### config.mk
export PLATFORM = sky130hd
export DESIGN_NAME = m_mem_access
export DESIGN_NICKNAME = d
export VERILOG_FILES = /design/src/rtl/mips_pkg.sv /design/src/rtl/m_load_ext.sv /design/src/rtl/m_mem_access.sv
export SDC_FILE = /design/constraint.sdc
export NUM_CORES = 1
export LEC_CHECK = 0
export ABC_CLOCK_PERIOD_IN_PS = 2100
export CAP_MARGIN = 20
export CORE_AREA = 3 3 116 118
export DETAILED_ROUTE_END_ITERATION = 7
export DIE_AREA = 0 0 119 121
export PLACE_DENSITY = 0.81
export SLEW_MARGIN = 20
export SYNTH_ARGS = -nofsm -noshare
export SYNTH_HDL_FRONTEND = slang
export SYNTH_SLANG_ARGS = --single-unit
### constraint.sdc
create_clock -name clk -period 2.1 [get_ports clk]
set_clock_uncertainty 0.1 [all_clocks]
set_input_delay 0.42 -clock clk [delete_from_list [all_inputs] [get_ports clk]]
set_output_delay 0.42 -clock clk [all_outputs]
set_load 0.02 [all_outputs]
### src/rtl/mips_pkg.sv
// Shared MIPS pipeline definitions: memory opcodes, byte-enable patterns and M-stage FSM states.
package mips_pkg;

  localparam logic [5:0] OP_LB  = 6'h20;
  localparam logic [5:0] OP_LH  = 6'h21;
  localparam logic [5:0] OP_LW  = 6'h23;
  localparam logic [5:0] OP_LBU = 6'h24;
  localparam logic [5:0] OP_LHU = 6'h25;
  localparam logic [5:0] OP_SB  = 6'h28;
  localparam logic [5:0] OP_SH  = 6'h29;
  localparam logic [5:0] OP_SW  = 6'h2B;

  localparam logic [3:0] BE_NONE = 4'b0000;
  localparam logic [3:0] BE_LO   = 4'b0011;
  localparam logic [3:0] BE_HI   = 4'b1100;
  localparam logic [3:0] BE_ALL  = 4'b1111;

  typedef enum logic [1:0] {
    MA_IDLE,
    MA_WAIT,
    MA_DONE
  } ma_state_e;

  function automatic logic op_is_load(input logic [5:0] op);
    return (op == OP_LB) || (op == OP_LH) || (op == OP_LW) ||
           (op == OP_LBU) || (op == OP_LHU);
  endfunction

  function automatic logic op_is_store(input logic [5:0] op);
    return (op == OP_SB) || (op == OP_SH) || (op == OP_SW);
  endfunction

endpackage

### src/rtl/m_load_ext.sv
// Load result extraction: picks the byte/half lane from the read word and sign- or zero-extends it.
module m_load_ext
  import mips_pkg::*;
(
  input  logic [31:0] word_i,
  input  logic [1:0]  a_i,
  input  logic [5:0]  op_i,
  output logic [31:0] ld_data_o
);

  logic [7:0]  byte_sel;
  logic [15:0] half_sel;

  always_comb begin
    byte_sel = word_i[7:0];
    case (a_i)
      2'd1:    byte_sel = word_i[15:8];
      2'd2:    byte_sel = word_i[23:16];
      2'd3:    byte_sel = word_i[31:24];
      default: byte_sel = word_i[7:0];
    endcase
    half_sel = a_i[1] ? word_i[31:16] : word_i[15:0];
  end

  always_comb begin
    ld_data_o = word_i;
    case (op_i)
      OP_LB:   ld_data_o = {{24{byte_sel[7]}}, byte_sel};
      OP_LBU:  ld_data_o = {24'h0, byte_sel};
      OP_LH:   ld_data_o = {{16{half_sel[15]}}, half_sel};
      OP_LHU:  ld_data_o = {16'h0, half_sel};
      default: ld_data_o = word_i;
    endcase
  end

endmodule

### src/rtl/m_mem_access.sv
// M-stage data-memory controller: req/ack handshake, pipeline stall, load extension, timeout.
// Optional macro ALIGN_CHECK_EN: misaligned lw/sw/lh/lhu/sh raise mem_err instead of issuing.
module m_mem_access
  import mips_pkg::*;
#(
  parameter int unsigned ACK_TIMEOUT = 0
) (
  input  logic        clk,
  input  logic        reset,
  input  logic [31:0] m_instr,
  input  logic [31:0] m_pc,
  input  logic [31:0] m_rt_data,
  input  logic [31:0] m_alu,
  output logic        mem_req,
  output logic        mem_we,
  output logic [31:0] mem_addr,
  output logic [31:0] mem_wdata,
  output logic [3:0]  mem_be,
  input  logic        mem_ack,
  input  logic [31:0] mem_rdata,
  output logic        stall,
  output logic [31:0] ld_data,
  output logic        ld_valid,
  output logic        mem_err,
  output logic [31:0] ex_pc
);

  ma_state_e   state_q, state_d;
  logic [31:0] cnt_q, cnt_d;
  logic        err_q, err_d;
  logic [31:0] rdata_q;
  logic        cap_en;
  logic        req_c, stall_c;
  logic        misalign, timeout;
  logic [31:0] wdata_c, ext_data;
  logic [3:0]  be_c;

  logic [5:0] op;
  logic [1:0] a;
  logic       is_ld, is_st, is_mem;

  assign op     = m_instr[31:26];
  assign a      = m_alu[1:0];
  assign is_ld  = op_is_load(op);
  assign is_st  = op_is_store(op);
  assign is_mem = is_ld | is_st;

`ifdef ALIGN_CHECK_EN
  assign misalign = (((op == OP_LW) || (op == OP_SW)) && (a != 2'b00)) ||
                    (((op == OP_LH) || (op == OP_LHU) || (op == OP_SH)) && a[0]);
`else
  assign misalign = 1'b0;
`endif

  assign timeout = (ACK_TIMEOUT != 0) && (cnt_q == ACK_TIMEOUT - 1);

  always_comb begin
    wdata_c = '0;
    be_c    = BE_NONE;
    case (op)
      OP_SB: begin
        wdata_c = {4{m_rt_data[7:0]}};
        be_c    = 4'b0001 << a;
      end
      OP_SH: begin
        wdata_c = {2{m_rt_data[15:0]}};
        be_c    = a[1] ? BE_HI : BE_LO;
      end
      OP_SW: begin
        wdata_c = m_rt_data;
        be_c    = BE_ALL;
      end
      default: ;
    endcase
  end

  // err_q only lives for the DONE cycle that follows the failing transition.
  always_comb begin
    state_d = state_q;
    cnt_d   = cnt_q;
    err_d   = 1'b0;
    cap_en  = 1'b0;
    req_c   = 1'b0;
    stall_c = 1'b0;
    case (state_q)
      MA_IDLE: begin
        cnt_d = '0;
        if (is_mem) begin
          stall_c = 1'b1;
          if (misalign) begin
            err_d   = 1'b1;
            state_d = MA_DONE;
          end else begin
            req_c = 1'b1;
            if (mem_ack) begin
              cap_en  = 1'b1;
              state_d = MA_DONE;
            end else begin
              state_d = MA_WAIT;
            end
          end
        end
      end
      MA_WAIT: begin
        req_c   = 1'b1;
        stall_c = 1'b1;
        if (mem_ack) begin
          cap_en  = 1'b1;
          state_d = MA_DONE;
        end else if (timeout) begin
          err_d   = 1'b1;
          state_d = MA_DONE;
        end else begin
          cnt_d = cnt_q + 32'd1;
        end
      end
      MA_DONE: state_d = MA_IDLE;
      default: state_d = MA_IDLE;
    endcase
  end

  always_ff @(posedge clk) begin
    if (reset) begin
      state_q <= MA_IDLE;
      cnt_q   <= '0;
      err_q   <= 1'b0;
      rdata_q <= '0;
    end else begin
      state_q <= state_d;
      cnt_q   <= cnt_d;
      err_q   <= err_d;
      if (cap_en) rdata_q <= mem_rdata;
    end
  end

  m_load_ext u_load_ext (
    .word_i    (rdata_q),
    .a_i       (a),
    .op_i      (op),
    .ld_data_o (ext_data)
  );

  assign mem_req   = !reset && req_c;
  assign mem_we    = mem_req && is_st;
  assign mem_addr  = mem_req ? {m_alu[31:2], 2'b00} : '0;
  assign mem_wdata = mem_req ? wdata_c : '0;
  assign mem_be    = mem_req ? be_c : BE_NONE;
  assign stall     = !reset && stall_c;
  assign ld_valid  = !reset && (state_q == MA_DONE) && is_ld && !err_q;
  assign ld_data   = ld_valid ? ext_data : '0;
  assign mem_err   = !reset && (state_q == MA_DONE) && err_q;
  assign ex_pc     = mem_err ? m_pc : '0;

endmodule
# Yosys cells after proc, flatten, opt, wreduce, memory -nomap -nowiden
# Index checks and enable logic that the tools add are counted.
# classes
eq_ne,15
shifts,1
mux,19
n_bitwise,1
reduce_logical,13
# op_table
operator,n
32-bit one-hot mux with 4 select lines,1
32-bit two-way mux,3
32-bit one-hot mux with 3 select lines,1
"6-bit equality test, second input constant",8
8-bit one-hot mux with 3 select lines,1
16-bit two-way mux,1
4-bit one-hot mux with 3 select lines,1
4-bit two-way mux,2
"2-bit equality test, second input constant",3
1-bit logical OR,6
2-bit two-way mux,3
"2-bit by 1-bit equality test with 1-bit output, second input constant",2
1-bit logical AND,4
"2-bit inequality test, second input constant",2
1-bit one-hot mux with 2 select lines,2
2-bit one-hot mux with 2 select lines,1
"1-bit by 2-bit << shifter with 4-bit output, first input constant",1
1-bit two-way mux,3
2-bit zero test,1
2-bit AND reduction,1
1-bit zero test,1
1-bit bitwise OR,1
# word_totals
reg_bits,34
out_inout_bits,137

# Logic depth before layout (Yosys ltp)
# Gate-level depths: netlist of run 1.
# logic_depth
depth_word,10
depth_mapped,8
depth_no_buf,5

# Modules after synthesis
# From an unflattened synthesis of run 1, not the netlist that was laid out.
# hier_totals
hier_cells,487
hier_area_um2,3807.4
# modules_own_cells
module,n_inst,cells_per_inst,area_per_inst_um2,seq_area_each_um2
m_mem_access,1,359,2792.7,680.7
m_load_ext,1,128,1014.7,0.0

# Least setup slack after synthesis of run 1
# Ideal clock, no wire load.
# synth_timing
path_kind,input port to output port
from,input port m_instr[27]
to,output port mem_be[0]
arrival_time_ns,2.149
required_ns,1.580
setup_slack_ns,-0.569
cell_stages,6
n_path_buf,2
cell_sequence,buf_6 > nor4b_4 > a211oi_1 > or3_1 > buf_2 > nor4_1
# synth_between
elab_chain_len,10
# synth_lines
element,line_no,rtl
start: declaration,m_mem_access.sv:10,"input logic [31:0] m_instr,"
6-bit equality test,mips_pkg.sv:25,return (op == OP_LB) || (op == OP_LH) || (op == OP_LW) ||
1-bit logical OR (3 in a row),mips_pkg.sv:25,
1-bit logical OR,mips_pkg.sv:26,(op == OP_LBU) || (op == OP_LHU);
1-bit bitwise OR,m_mem_access.sv:46,assign is_mem = is_ld | is_st;
1-bit two-way mux,m_mem_access.sv:88,if (is_mem) begin
1-bit one-hot mux with 2 select lines,m_mem_access.sv:85,case (state_q)
1-bit logical AND,--,
4-bit two-way mux (*),m_mem_access.sv:147,assign mem_be = mem_req ? be_c : BE_NONE;
end: declaration,m_mem_access.sv:18,"output logic [3:0] mem_be,"
# Every way passes the cells marked *; elsewhere a longest branch is shown, timed or not.

# Worst setup path in the final report of run 1
# layout_timing
from,input port m_instr[30]
to,output port mem_be[2]
# Same word-level chain as after synthesis.

==> results of run 1 <==
state kept, by name (all words and copies together), names as in the netlist:
register  count
rdata_q      32
state_q       2
timing repair:
item	in CTS	in global routing
hold buffers	0	0
pin swaps	33	26
resized for setup	678	46
setup buffers	23	11
hold endpoints to repair	0	0
cloned	8	1
setup endpoints to repair	135	102
per-stage QoR:
step	worst slack, ns	power (µW)
6_report	-0.408	2310
5_1_grt	-0.458	2380
4_1_cts	-0.561	2280
3_5_place_dp	-1.44	1400
3_3_place_gp	-1.36	1390
2_1_floorplan	-0.203	1100
critical path, delay by kind of cell:
kind            cells  cell delay [ns]
simple gates        3             0.76
buf+inv             5             0.68
compound gates      1             0.12
kinds of logic (layout without fill, tap and decap cells):
kind of cell,count (synthesis),in the layout,share of synthesized area
other,1,35,0.00115
buffers and inverters,72,317,0.142
AND/OR/NAND/NOR,201,201,0.339
multiplexers,51,51,0.164
flip-flops,34,34,0.209
AO/OA/AOI/OAI,71,71,0.145
path summary, 6_finish.rpt:
| path | startpoint | to | slack (ns) | depth (start not counted) |
|---|---|---|---|---|
| worst max-delay path | m_instr[30] | mem_be[2] | -0.41 | 9 |
| worst min-delay path | rdata_q[1]$_SDFFE_PP0P_ | rdata_q[1]$_SDFFE_PP0P_ | 0.40 | 2 |
| worst max register to register | state_q[0]$_SDFFE_PP0P_ | state_q[1]$_SDFFE_PP0P_ | 0.38 | 8 |
| worst min register to register | rdata_q[1]$_SDFFE_PP0P_ | rdata_q[1]$_SDFFE_PP0P_ | 0.40 | 2 |
final cells by class:
class	count	area [µm²]	area share
multi-input combinational	358	3020	0.407
inverter	5	70.1	0.00947
tap	172	215	0.0291
sequential	34	681	0.0920
timing repair buffer	300	3190	0.431
clock buffer	8	166	0.0225
timing repair inverter	4	65.1	0.00879
placed cells by master, fill, tap and decap left out, types with 3 or more instances in the layout:
| cell type | n |
|---|---|
| a21oi_2 | 8 |
| a21oi_4 | 23 |
| a22oi_1 | 8 |
| a22oi_2 | 7 |
| and2_4 | 38 |
| buf_12 | 15 |
| buf_2 | 4 |
| buf_4 | 64 |
| buf_6 | 113 |
| buf_8 | 5 |
| clkbuf_16 | 6 |
| clkbuf_8 | 3 |
| clkdlybuf4s50_1 | 95 |
| clkinv_8 | 6 |
| conb_1 | 35 |
| dfxtp_1 | 34 |
| mux2_2 | 8 |
| mux2i_1 | 42 |
| nand2_1 | 25 |
| nand2b_1 | 66 |
| nor2_1 | 25 |
| nor2_4 | 24 |
| nor4_4 | 4 |
| o21ai_2 | 7 |
| o2bb2ai_1 | 5 |
metal layers:
layer / vias up / track usage
met5: - / 0
met2: 192 / 0.377
met1: 1959 / 0.235
met4: 6 / 0.0543
met3: 27 / 0.0564
li1: 1931 / -
power groups by stage:
stage / logic, µW / registers, µW / clock network [µW]
finish: 793 / 696 / 817
global route: 845 / 698 / 841
CTS: 775 / 694 / 814
detailed placement: 691 / 705 / 0
global placement: 682 / 704 / 0
floorplan: 400 / 697 / 0
==> results.md, run 1 <==
* Die Y at 121 µm
* Share of cells above drive strength 1 at 0.506
* Async S/R FF share, synth at 0
* EDFF count, synth at 0
* Routed wl met2 at 8230 µm
* Crit-path cells: buf_6 -> buf_6 -> nor3b_1 -> a211oi_2 -> or3_4 -> buf_12 -> buf_6 -> nor4_4 -> buf_4
* Cts bufs inserted at 5
* Comb power frac at 0.344
* Max layer used: met5
* Largest net degree at the start of global routing at 65
* Sequential share of the synthesized area at 0.209
* Initial Util at 0.259
* Post-synth top cells: 69 x nand2b_1, 49 x nor2_1, 42 x mux2i_1
* Power Dens Cells at 312 mW/mm²
* Final std cells w/o fill at 881
* # clock sinks at 34
* Iteration-0 DRC Markers at 213
* Gpl congestion at 0.879
* Port Buf Inserts at 206
* DP HPWL at 11,100 µm
* Vias at 4,115
* Worst path slowest cell: or3_4
* Max cap viols at 0
* Worst VDD drop at 294 µV
* Int Pwr at 1640 µW
* Fin crit period at 2.51 ns
* Vias in the first global route at 4,160
* CP max stage delay at 0.38 ns
* DR pass1 iterations at 4
* Post-Syn Instances at 430
* Final worst path period share at 1.19
* Flop pwr share at 0.302
* Cell variety after synth at 41
* Htree depth at 2
* Die Footprint at 0.0144 mm²
* Clk root buf: clkbuf_16
* Initial antenna violation count at 3
* DR DRC count at 0
* Ant. Diodes at 0
* Placed Area at 0.00637 mm²
* Via density at 4.67
* Synth Register Bits at 34
* Failing checks: setup timing
* Worst Hold Class: flip-flop to flip-flop
* Mapped cell area at 0.00326 mm²
* Design area at 0.00740 mm²
* Number of I/O pins at 300
* Top cell type by total area after synthesis: dfxtp_1
* GRT Residual Overflow at 0
* Clock network fraction of total power at 0.354
* Final Hold Fails at 0
* Run status: finished with violations
* Ys flop type: dfxtp_1
* ANT nets after route at 0
* Crit Path Max Fanout at 6
* Final WL at 15,500 µm
* Total negative slack at -32.80 ns
* Final core occ at 0.589
* Startpoint Class: input pin
* Endpoint class of the critical path: output port
* Crit path top cell by count: buf_6
* CTS tree: yes
* Deepest clock path buffer count at 2
* Leak at 0.00285 µW
* Critical path required time at 1.58 ns
* DR WL/cell at 17.6 µm
* Die W at 119 µm
* RSZ-0062 raised after global routing: true
* Synth top area cells: dfxtp_1 21%, nand2b_1 13%, mux2i_1 13%
* Wl on met1 at 5740 µm
* Fillers at 1,042
* YS warnings at 0
* Placed cells at 840
* Global-route wire length before repair at 23,300 µm
* Clk_lat worst skew at 0.28 ns
* Num rows at 41
* Critical path arrival at 1.99 ns
* Max Slew Vio Count at 0
* GRT Overall Usage at 0.206
* Hold WS at 0.396 ns
* Crit Path Category: input pin to output port
* Final setup margin at -0.408 ns
* Syn Area/Cell at 7.58 µm²
* Area grow syn2layout at 127%
* Final setup fails at 102
* Peak Freq at 399 MHz
* Met3 WL at 1160 µm
* Most common cell in the netlist: nand2b_1
* Final nets at 871
* Sw frac at 0.287
* Core Box Area at 0.0126 mm²
* Post-synth top area share at 0.209
* Sw Pwr at 662 µW
* Clock-pin slew on the worst setup and hold paths at 0.05 ns
No activity file was read; power rests on OpenSTA's default activity.
==> inputs of run 2 (changes only) <==
--- a/config.mk
+++ b/config.mk
@@ -5,8 +5,7 @@
 export SDC_FILE = /design/constraint.sdc
 export NUM_CORES = 1
 export LEC_CHECK = 0
-export ABC_CLOCK_PERIOD_IN_PS = 2100
-export CAP_MARGIN = 20
+export CAP_MARGIN = 10
 export CORE_AREA = 3 3 116 118
 export DETAILED_ROUTE_END_ITERATION = 7
 export DIE_AREA = 0 0 119 121
==> results of run 2 <==
Same layout as run 1: the final DEF is identical, and so are final timing and power.
